<file path="config.mk">
export PLATFORM = sky130hd
export DESIGN_NAME = vm_param
export DESIGN_NICKNAME = d
export VERILOG_FILES = /design/src/rtl/vm_param.sv
export SDC_FILE = /design/constraint.sdc
export NUM_CORES = 1
export LEC_CHECK = 0
export BUFFER_PORTS_ARGS = -buffer_cell sky130_fd_sc_hd__buf_2
export CORE_MARGIN = 3
export CORE_UTILIZATION = 59
export CTS_CLUSTER_SIZE = 30
export DETAILED_ROUTE_END_ITERATION = 10
export GPL_TIMING_DRIVEN = 0
export MAX_ROUTING_LAYER = met4
export PLACE_DENSITY = 0.83
export RECOVER_POWER = 25
export SLEW_MARGIN = 5
export SYNTH_ARGS = -nofsm -noshare
export SYNTH_HDL_FRONTEND = slang
export SYNTH_SLANG_ARGS = --single-unit
</file>
<file path="constraint.sdc">
create_clock -name clock -period 4 [get_ports clock]
set_input_delay 0.6 -clock clock [delete_from_list [all_inputs] [get_ports clock]]
set_output_delay 0.6 -clock clock [all_outputs]
set_load 0.02 [all_outputs]
</file>
<file path="src/rtl/vm_param.sv">
// Parametrised vending-machine controller: multi-coin credit, per-product stock,
// greedy one-coin-per-cycle change, cancel, inactivity timeout and restocking.
module vm_param #(
   parameter int PRICE      = 10,
   parameter int MAX_CREDIT = 40,
   parameter int CREDIT_W   = 6,
   parameter int N_PROD     = 4,
   parameter int ID_W       = 2,
   parameter int STOCK_MAX  = 9,
   parameter int STOCK_W    = 4,
   parameter int TIMEOUT    = 15
) (
   input  logic                clock,
   input  logic                reset,
   input  logic [1:0]          cash_in,
   input  logic                sel_valid,
   input  logic [ID_W-1:0]     sel_id,
   input  logic                cancel,
   input  logic                restock,
   input  logic [ID_W-1:0]     restock_id,
   output logic                purchase,
   output logic [ID_W-1:0]     vend_id,
   output logic [1:0]          cash_return,
   output logic                coin_reject,
   output logic                sold_out,
   output logic [CREDIT_W-1:0] credit,
   output logic [1:0]          present_state
);

   typedef enum logic [1:0] {
      IDLE    = 2'b00,
      COLLECT = 2'b01,
      CHANGE  = 2'b10
   } state_t;

   localparam int TMR_W = $clog2(TIMEOUT + 1);
   localparam logic [CREDIT_W-1:0] PRICE_C = CREDIT_W'(PRICE);
   localparam logic [CREDIT_W-1:0] MAX_C   = CREDIT_W'(MAX_CREDIT);
   localparam logic [CREDIT_W-1:0] C5      = CREDIT_W'(5);
   localparam logic [CREDIT_W-1:0] C10     = CREDIT_W'(10);
   localparam logic [CREDIT_W-1:0] C20     = CREDIT_W'(20);
   localparam logic [ID_W:0]       N_PROD_C   = (ID_W + 1)'(N_PROD);
   localparam logic [TMR_W-1:0]    TIMEOUT_C  = TMR_W'(TIMEOUT);
   localparam logic [STOCK_W-1:0]  STOCK_FULL = STOCK_W'(STOCK_MAX);

   state_t               state, state_next;
   logic [CREDIT_W-1:0]  credit_next;
   logic [TMR_W-1:0]     timer, timer_next;
   logic                 purchase_next, coin_reject_next, sold_out_next;
   logic [ID_W-1:0]      vend_id_next;
   logic [1:0]           cash_return_next;
   logic [STOCK_W-1:0]   stock [N_PROD];
   logic                 dec_en, restock_en;
   logic [CREDIT_W-1:0]  coin_val, change_val;
   logic                 coin_present, coin_ok, sel_in_range, restock_in_range;

   always_comb begin
      case (cash_in)
         2'b01:   coin_val = C5;
         2'b10:   coin_val = C10;
         2'b11:   coin_val = C20;
         default: coin_val = '0;
      endcase
   end

   // A coin is credited only when nothing with higher priority claims the cycle.
   assign coin_present     = (cash_in != 2'b00);
   assign coin_ok          = coin_present && (state == IDLE || state == COLLECT) &&
                             !sel_valid && !cancel && ((credit + coin_val) <= MAX_C);
   assign sel_in_range     = ({1'b0, sel_id} < N_PROD_C);
   assign restock_in_range = ({1'b0, restock_id} < N_PROD_C);

   always_comb begin
      state_next       = state;
      credit_next      = credit;
      timer_next       = timer;
      purchase_next    = 1'b0;
      vend_id_next     = vend_id;
      cash_return_next = 2'b00;
      coin_reject_next = coin_present && !coin_ok;
      sold_out_next    = 1'b0;
      dec_en           = 1'b0;
      restock_en       = 1'b0;
      change_val       = '0;
      case (state)
         IDLE: begin
            restock_en = restock && restock_in_range;
            if (coin_ok) begin
               credit_next = credit + coin_val;
               state_next  = COLLECT;
               timer_next  = '0;
            end
         end
         COLLECT: begin
            if (cancel) begin
               state_next = CHANGE;
               timer_next = '0;
            end else if (sel_valid) begin
               timer_next = '0;
               if (!sel_in_range) begin
                  state_next = COLLECT;
               end else if (stock[sel_id] == '0) begin
                  sold_out_next = 1'b1;
               end else if (credit >= PRICE_C) begin
                  purchase_next = 1'b1;
                  vend_id_next  = sel_id;
                  dec_en        = 1'b1;
                  credit_next   = credit - PRICE_C;
                  state_next    = (credit == PRICE_C) ? IDLE : CHANGE;
               end
            end else if (coin_ok) begin
               credit_next = credit + coin_val;
               timer_next  = '0;
            end else begin
               timer_next = timer + TMR_W'(1);
               if (timer_next == TIMEOUT_C) begin
                  state_next = CHANGE;
                  timer_next = '0;
               end
            end
         end
         CHANGE: begin
            // Greedy: largest coin not exceeding the remaining credit.
            if (credit >= C20) begin
               change_val       = C20;
               cash_return_next = 2'b11;
            end else if (credit >= C10) begin
               change_val       = C10;
               cash_return_next = 2'b10;
            end else if (credit != '0) begin
               change_val       = C5;
               cash_return_next = 2'b01;
            end
            credit_next = credit - change_val;
            if (credit_next == '0) state_next = IDLE;
         end
         default: state_next = IDLE;
      endcase
   end

   always_ff @(posedge clock or posedge reset) begin
      if (reset) begin
         state       <= IDLE;
         credit      <= '0;
         timer       <= '0;
         purchase    <= 1'b0;
         vend_id     <= '0;
         cash_return <= 2'b00;
         coin_reject <= 1'b0;
         sold_out    <= 1'b0;
      end else begin
         state       <= state_next;
         credit      <= credit_next;
         timer       <= timer_next;
         purchase    <= purchase_next;
         vend_id     <= vend_id_next;
         cash_return <= cash_return_next;
         coin_reject <= coin_reject_next;
         sold_out    <= sold_out_next;
      end
   end

   always_ff @(posedge clock or posedge reset) begin
      if (reset) begin
         for (int i = 0; i < N_PROD; i++) stock[i] <= STOCK_FULL;
      end else begin
         for (int i = 0; i < N_PROD; i++) begin
            if (restock_en && restock_id == ID_W'(i))
               stock[i] <= STOCK_FULL;
            else if (dec_en && sel_id == ID_W'(i))
               stock[i] <= stock[i] - STOCK_W'(1);
         end
      end
   end

   assign present_state = state;

endmodule

</file>
; After elaboration in Yosys (flattened, before gate mapping)
; Index checks and enable logic that the tools add are counted.
[word_totals]
register_bits = 35
[classes]
addsub = 8
order_cmp = 4
reduce_logical = 34
bitwise = 3
muxes = 52
eq_ne = 22
[op_table]
columns = op, n
row1 = 4-bit 2-to-1 mux, 16
row2 = 6-bit 2-to-1 mux, 6
row3 = 2-bit 2-to-1 mux, 12
row4 = 6-bit one-hot mux with 3 select lines, 1
row5 = 4-bit by 1-bit subtractor with 4-bit output (second input constant), 4
row6 = 5-bit one-hot mux with 3 select lines, 1
row7 = 2-bit == test (second input constant), 7
row8 = 1-bit logical AND, 13
row9 = 2-bit nonzero test, 6
row10 = 1-bit 2-to-1 mux, 11
row11 = 4-bit binary-select mux with 2-bit select, 1
row12 = 2-bit by 1-bit == test with 1-bit output (second input constant), 4
row13 = 4-bit by 3-bit inequality test with 1-bit output (second input constant), 2
row14 = 4-bit inequality test (second input constant), 2
row15 = 4-bit one-hot mux with 2 select lines, 1
row16 = 6-bit adder, 1
row17 = 6-bit by 4-bit == test with 1-bit output (second input constant), 1
row18 = 6-bit by 4-bit greater-or-equal comparator with 1-bit output (second input constant), 1
row19 = 6-bit by 5-bit greater-or-equal comparator with 1-bit output (second input constant), 1
row20 = 6-bit less-or-equal comparator (second input constant), 1
row21 = 2-bit zero test, 3
row22 = 6-bit zero test, 1
row23 = 2-bit inequality test (second input constant), 3
row24 = 2-bit one-hot mux with 3 select lines, 1
row25 = other kinds (20), 23

; Depth between registers and ports, before layout
[logic_depth]
ltp_word = 12
ltp_mapped = 14
ltp_nobuf = 14

; Worst setup path after synthesis
; Ideal clock, no wire load.
[synth_timing]
kind = register to register
startpoint = register credit[1]
endpoint = register state[1], in the netlist present_state[1]
path_buffers = 0
slack_ns = 0.560
required_ns = 3.875
arrival_ns = 3.315
period_less_slack_ns = 3.440
path_stages_with_launch = 13
cell_sequence = dfrtp_1 > o21ai_0 > o211ai_1 > a41oi_1 > nor2_1 > ha_1 > o21a_1 > o31a_1 > nor4_2 > a311oi_1 > or4b_1 > a211o_1 > mux2_4
[synth_between]
elab_chain_cells = 9
[synth_lines]
columns = element, line_no
row1 = start: declaration, 26  ; output logic [CREDIT_W-1:0] credit,
row2 = start signal: assignment, 153  ; credit <= credit_next;
row3 = branches (longest 9 deep; another with 6-bit by 4-bit greater-or-equal comparator with 1-bit output), --
row4 = end signal: assignment, 152  ; state <= state_next;
row5 = end: declaration, 46  ; state_t state, state_next;
; Parallel ways; which one is timed is not known. The select of a mux whose other input is x is not followed.
; A chain may end at the register's enable or synchronous reset.

; Worst setup path after layout
[layout_timing]
startpoint = register credit[2]
endpoint = register state[1], in the netlist present_state[1]
; The elaborated chain is that of the path after synthesis.

==> metrics.yaml <==
status:
  status: "complete, no violations"
setup_path:
  path_max_fanout: 7
  cp_data_arrival_time_ns: 3.96
  r2r_cells: 14
  cp.required_ns: 4.17
  critPathCaptureType: "flop"
  crit_type: "flop to flop"
  cp-start-kind: "flop"
  r2r_slack_ns: 0.21
synthesis:
  yosysSeqAreaShare_pct: 33.9
  synthArstFlopShare_pct: 100
  synth-edff-count: 0
  syn_nets: 331
  yosys.area.top_type_share_pct: 25.8
  ys_types: 63
  synth_ff_type: "dfrtp_1"
  synth_area_leaders: "dfrtp_1 (26%), ha_1 (11%), dfstp_2 (8.0%)"
  synth_cells: 296
  synth_area_leader_cell: "dfrtp_1"
  avgSynthCellArea_um2: 8.83
  synth_area_mm2: 0.00262
  ys_warn_count: 0
  ys_seq_elements: 35
  synth.most_common_cell: "nor2_1"
  netlist_top_cells_count: "nor2_1 (32), inv_1 (30), dfrtp_1 (27), ha_1 (22), nand2_1 (21)"
power:
  combPwrFrac_pct: 62.2
  power.leakage_uw: 0.00138
  p_seq_share_pct: 27.1
  finalPower_uw: 2340
  p_sw_uw: 1090
  power_density_mw_per_mm2: 809
  clock_power_share_pct: 10.7
  swShare_pct: 46.6
  ir_worst_vdd_v: 0.000439
  p_int_uw: 1250
grt:
  use_met2_pct: 39.0
  grt_pass1_vias: 2177
  grt-ovfl-total: 0
  use_met3_pct: 4.68
  grt_start_max_net_pins: 36
  grt_pass1_wl_um: 9630
  use_met1_pct: 29.9
  grt_antenna_before_repair: 0
  grt_usage_pct: 23.7
  top_usage_layer: "met2"
sta:
  rsz0062_at_grt: "false"
  fin_setup_tns_ns: 0
  slew_headroom_pct: 16.9
  fin_hold_ws_ns: 0.483
  worst_slew_pin_slew_ns: 1.24
  setup_violations: 0
  period_share_pct: 94.7
  slew_violations: 0
  fmax_mhz: 264
  finClkSkew_ns: 0.00684
  final.setup.worst_slack_ns: 0.212
  final_hold_viol_count: 0
  min_period_ns: 3.79
die:
  placeableCoreArea_mm2: 0.00414
  rows: 23
  ios: 26
  floorplan.initialDensity_pct: 63.1
  fp.dieArea_mm2: 0.00527
  die_w_um: 72.6
  die_h_um: 72.6
clocking:
  cts_tree: "built"
  ctsHtreeMaxLevel: 2
  cts_made_buffers: 5
  path_clk_slew_ns: 0.07
  cts_sinks: 35
  clock_path_buffers: 2
  insertion_delay_ns: 0.29
  clock-root-buffer: "clkbuf_8"
placement:
  hpwl_um: 4280
  placed_cell_area_mm2: 0.00280
  io_buffers: 24
  gp_congestion: 0.949
  place_ws_ns: 0.207
route:
  drc: 0
  avgViaCountPerCell: 5.88
  final_antenna_net_count: 0
  wl_per_cell_um: 14.7
  dr_total_vias: 2235
  drt_pre_antenna_iters: 5
  drt_iter0_drc: 111
  routed_wl_um: 5580
final_layout:
  area.growth.synth_to_final_pct: 10.8
  drive_gt1_share_pct: 18.2
  nets: 364
  fin_area_mm2: 0.00290
  antenna_cells: 0
min_path:
  hp-class: "flop to flop"
  hold_depth: 2
flow_run:
  cap_violations: 0
==> sequential cells by signal (all words and copies together) (netlist names) <==
signal,cells
stock,16
credit,6
timer,4
cash_return,2
present_state,2
vend_id,2
coin_reject,1
purchase,1
sold_out,1
==> area by class of cell <==
cell class / instances / area [um2]
clock inverter: 2 / 12.5
buffer: 9 / 51.3
timing repair buffer: 26 / 135
clock buffer: 6 / 72.6
sequential: 35 / 886
inverter: 31 / 116
fill: 328 / 1250
tap: 50 / 62.6
multi-input combinational: 221 / 1560
==> layout by cell type, fill, tap and decap left out, types with 4 or more instances in the layout <==
cell	instances
dfstp_2	8
nand2_1	21
a21o_1	6
nor2_1	32
clkbuf_1	5
nor2b_1	5
buf_2	26
dfrtp_1	27
xnor2_1	12
inv_1	30
nand2b_1	6
o21ai_0	12
a22o_1	4
clkbuf_8	5
nand3_1	6
xor2_1	6
nor3_1	11
ha_1	22
nand4_1	4
buf_4	4
a21oi_1	13
==> layer usage <==
layer  up-vias  wire length [um]
met1      1042              2490
li1       1111                 -
met3         9               373
met5         -                 0
met2        73              2660
met4         0                55
==> worst max-delay path: stages (launching register included) <==
cell	delay, ns
dfrtp_1	0.47
inv_1	0.12
ha_1	0.16
nand2_1	0.06
o211ai_1	0.37
a41oi_1	0.13
nor2_1	0.20
ha_1	0.30
o21a_1	0.19
o31a_1	0.14
nor4_2	0.15
a311oi_1	0.12
or4b_1	0.59
a211o_1	0.36
mux2_4	0.30
==> path summary, 6_finish.rpt <==
check | start | endpoint
setup / recovery | credit[2] | present_state[1]
hold / removal | stock[3] | stock[3]
setup reg to reg | credit[2] | present_state[1]
hold reg to reg | stock[3] | stock[3]
max in group asynchronous | reset | timer[3]
min in group asynchronous | reset | cash_return[0]
==> logic make-up after synthesis <==
family | after synthesis | share of synthesized area, %
flops | 35 | 33.9
compound gates | 71 | 19.2
simple gates | 102 | 19.8
buf+inv | 40 | 6.41
xor+xnor | 18 | 6.03
fa+ha+maj | 24 | 12.1
mux | 6 | 2.63
==> timing repair <==
item / in CTS / in global routing
hold buffers: 0 / 0
hold endpoints to repair: 0 / 0
setup endpoints to repair: 0 / 1
setup buffers: 0 / 2
gates resized for setup: 0 / 1
==> power by group through the flow <==
stage	Sequential (uW)	Clock, uW	Combinational [uW]
after floorplan	675	0	1050
after global placement	632	0	1370
after detailed placement	640	0	1420
after CTS	633	260	1430
after global routing	654	272	1640
final	634	252	1460
==> per-stage QoR <==
| stage | util [%] | instances |
|---|---|---|
| final | 69.9 | 380 |
| after global routing | 69.9 | 380 |
| after CTS | 69.6 | 378 |
| after detailed placement | 67.5 | 370 |
| after global placement | 67.5 | 370 |
| after floorplan | - | 296 |
Note: power is estimated with default switching activity, not from simulation.
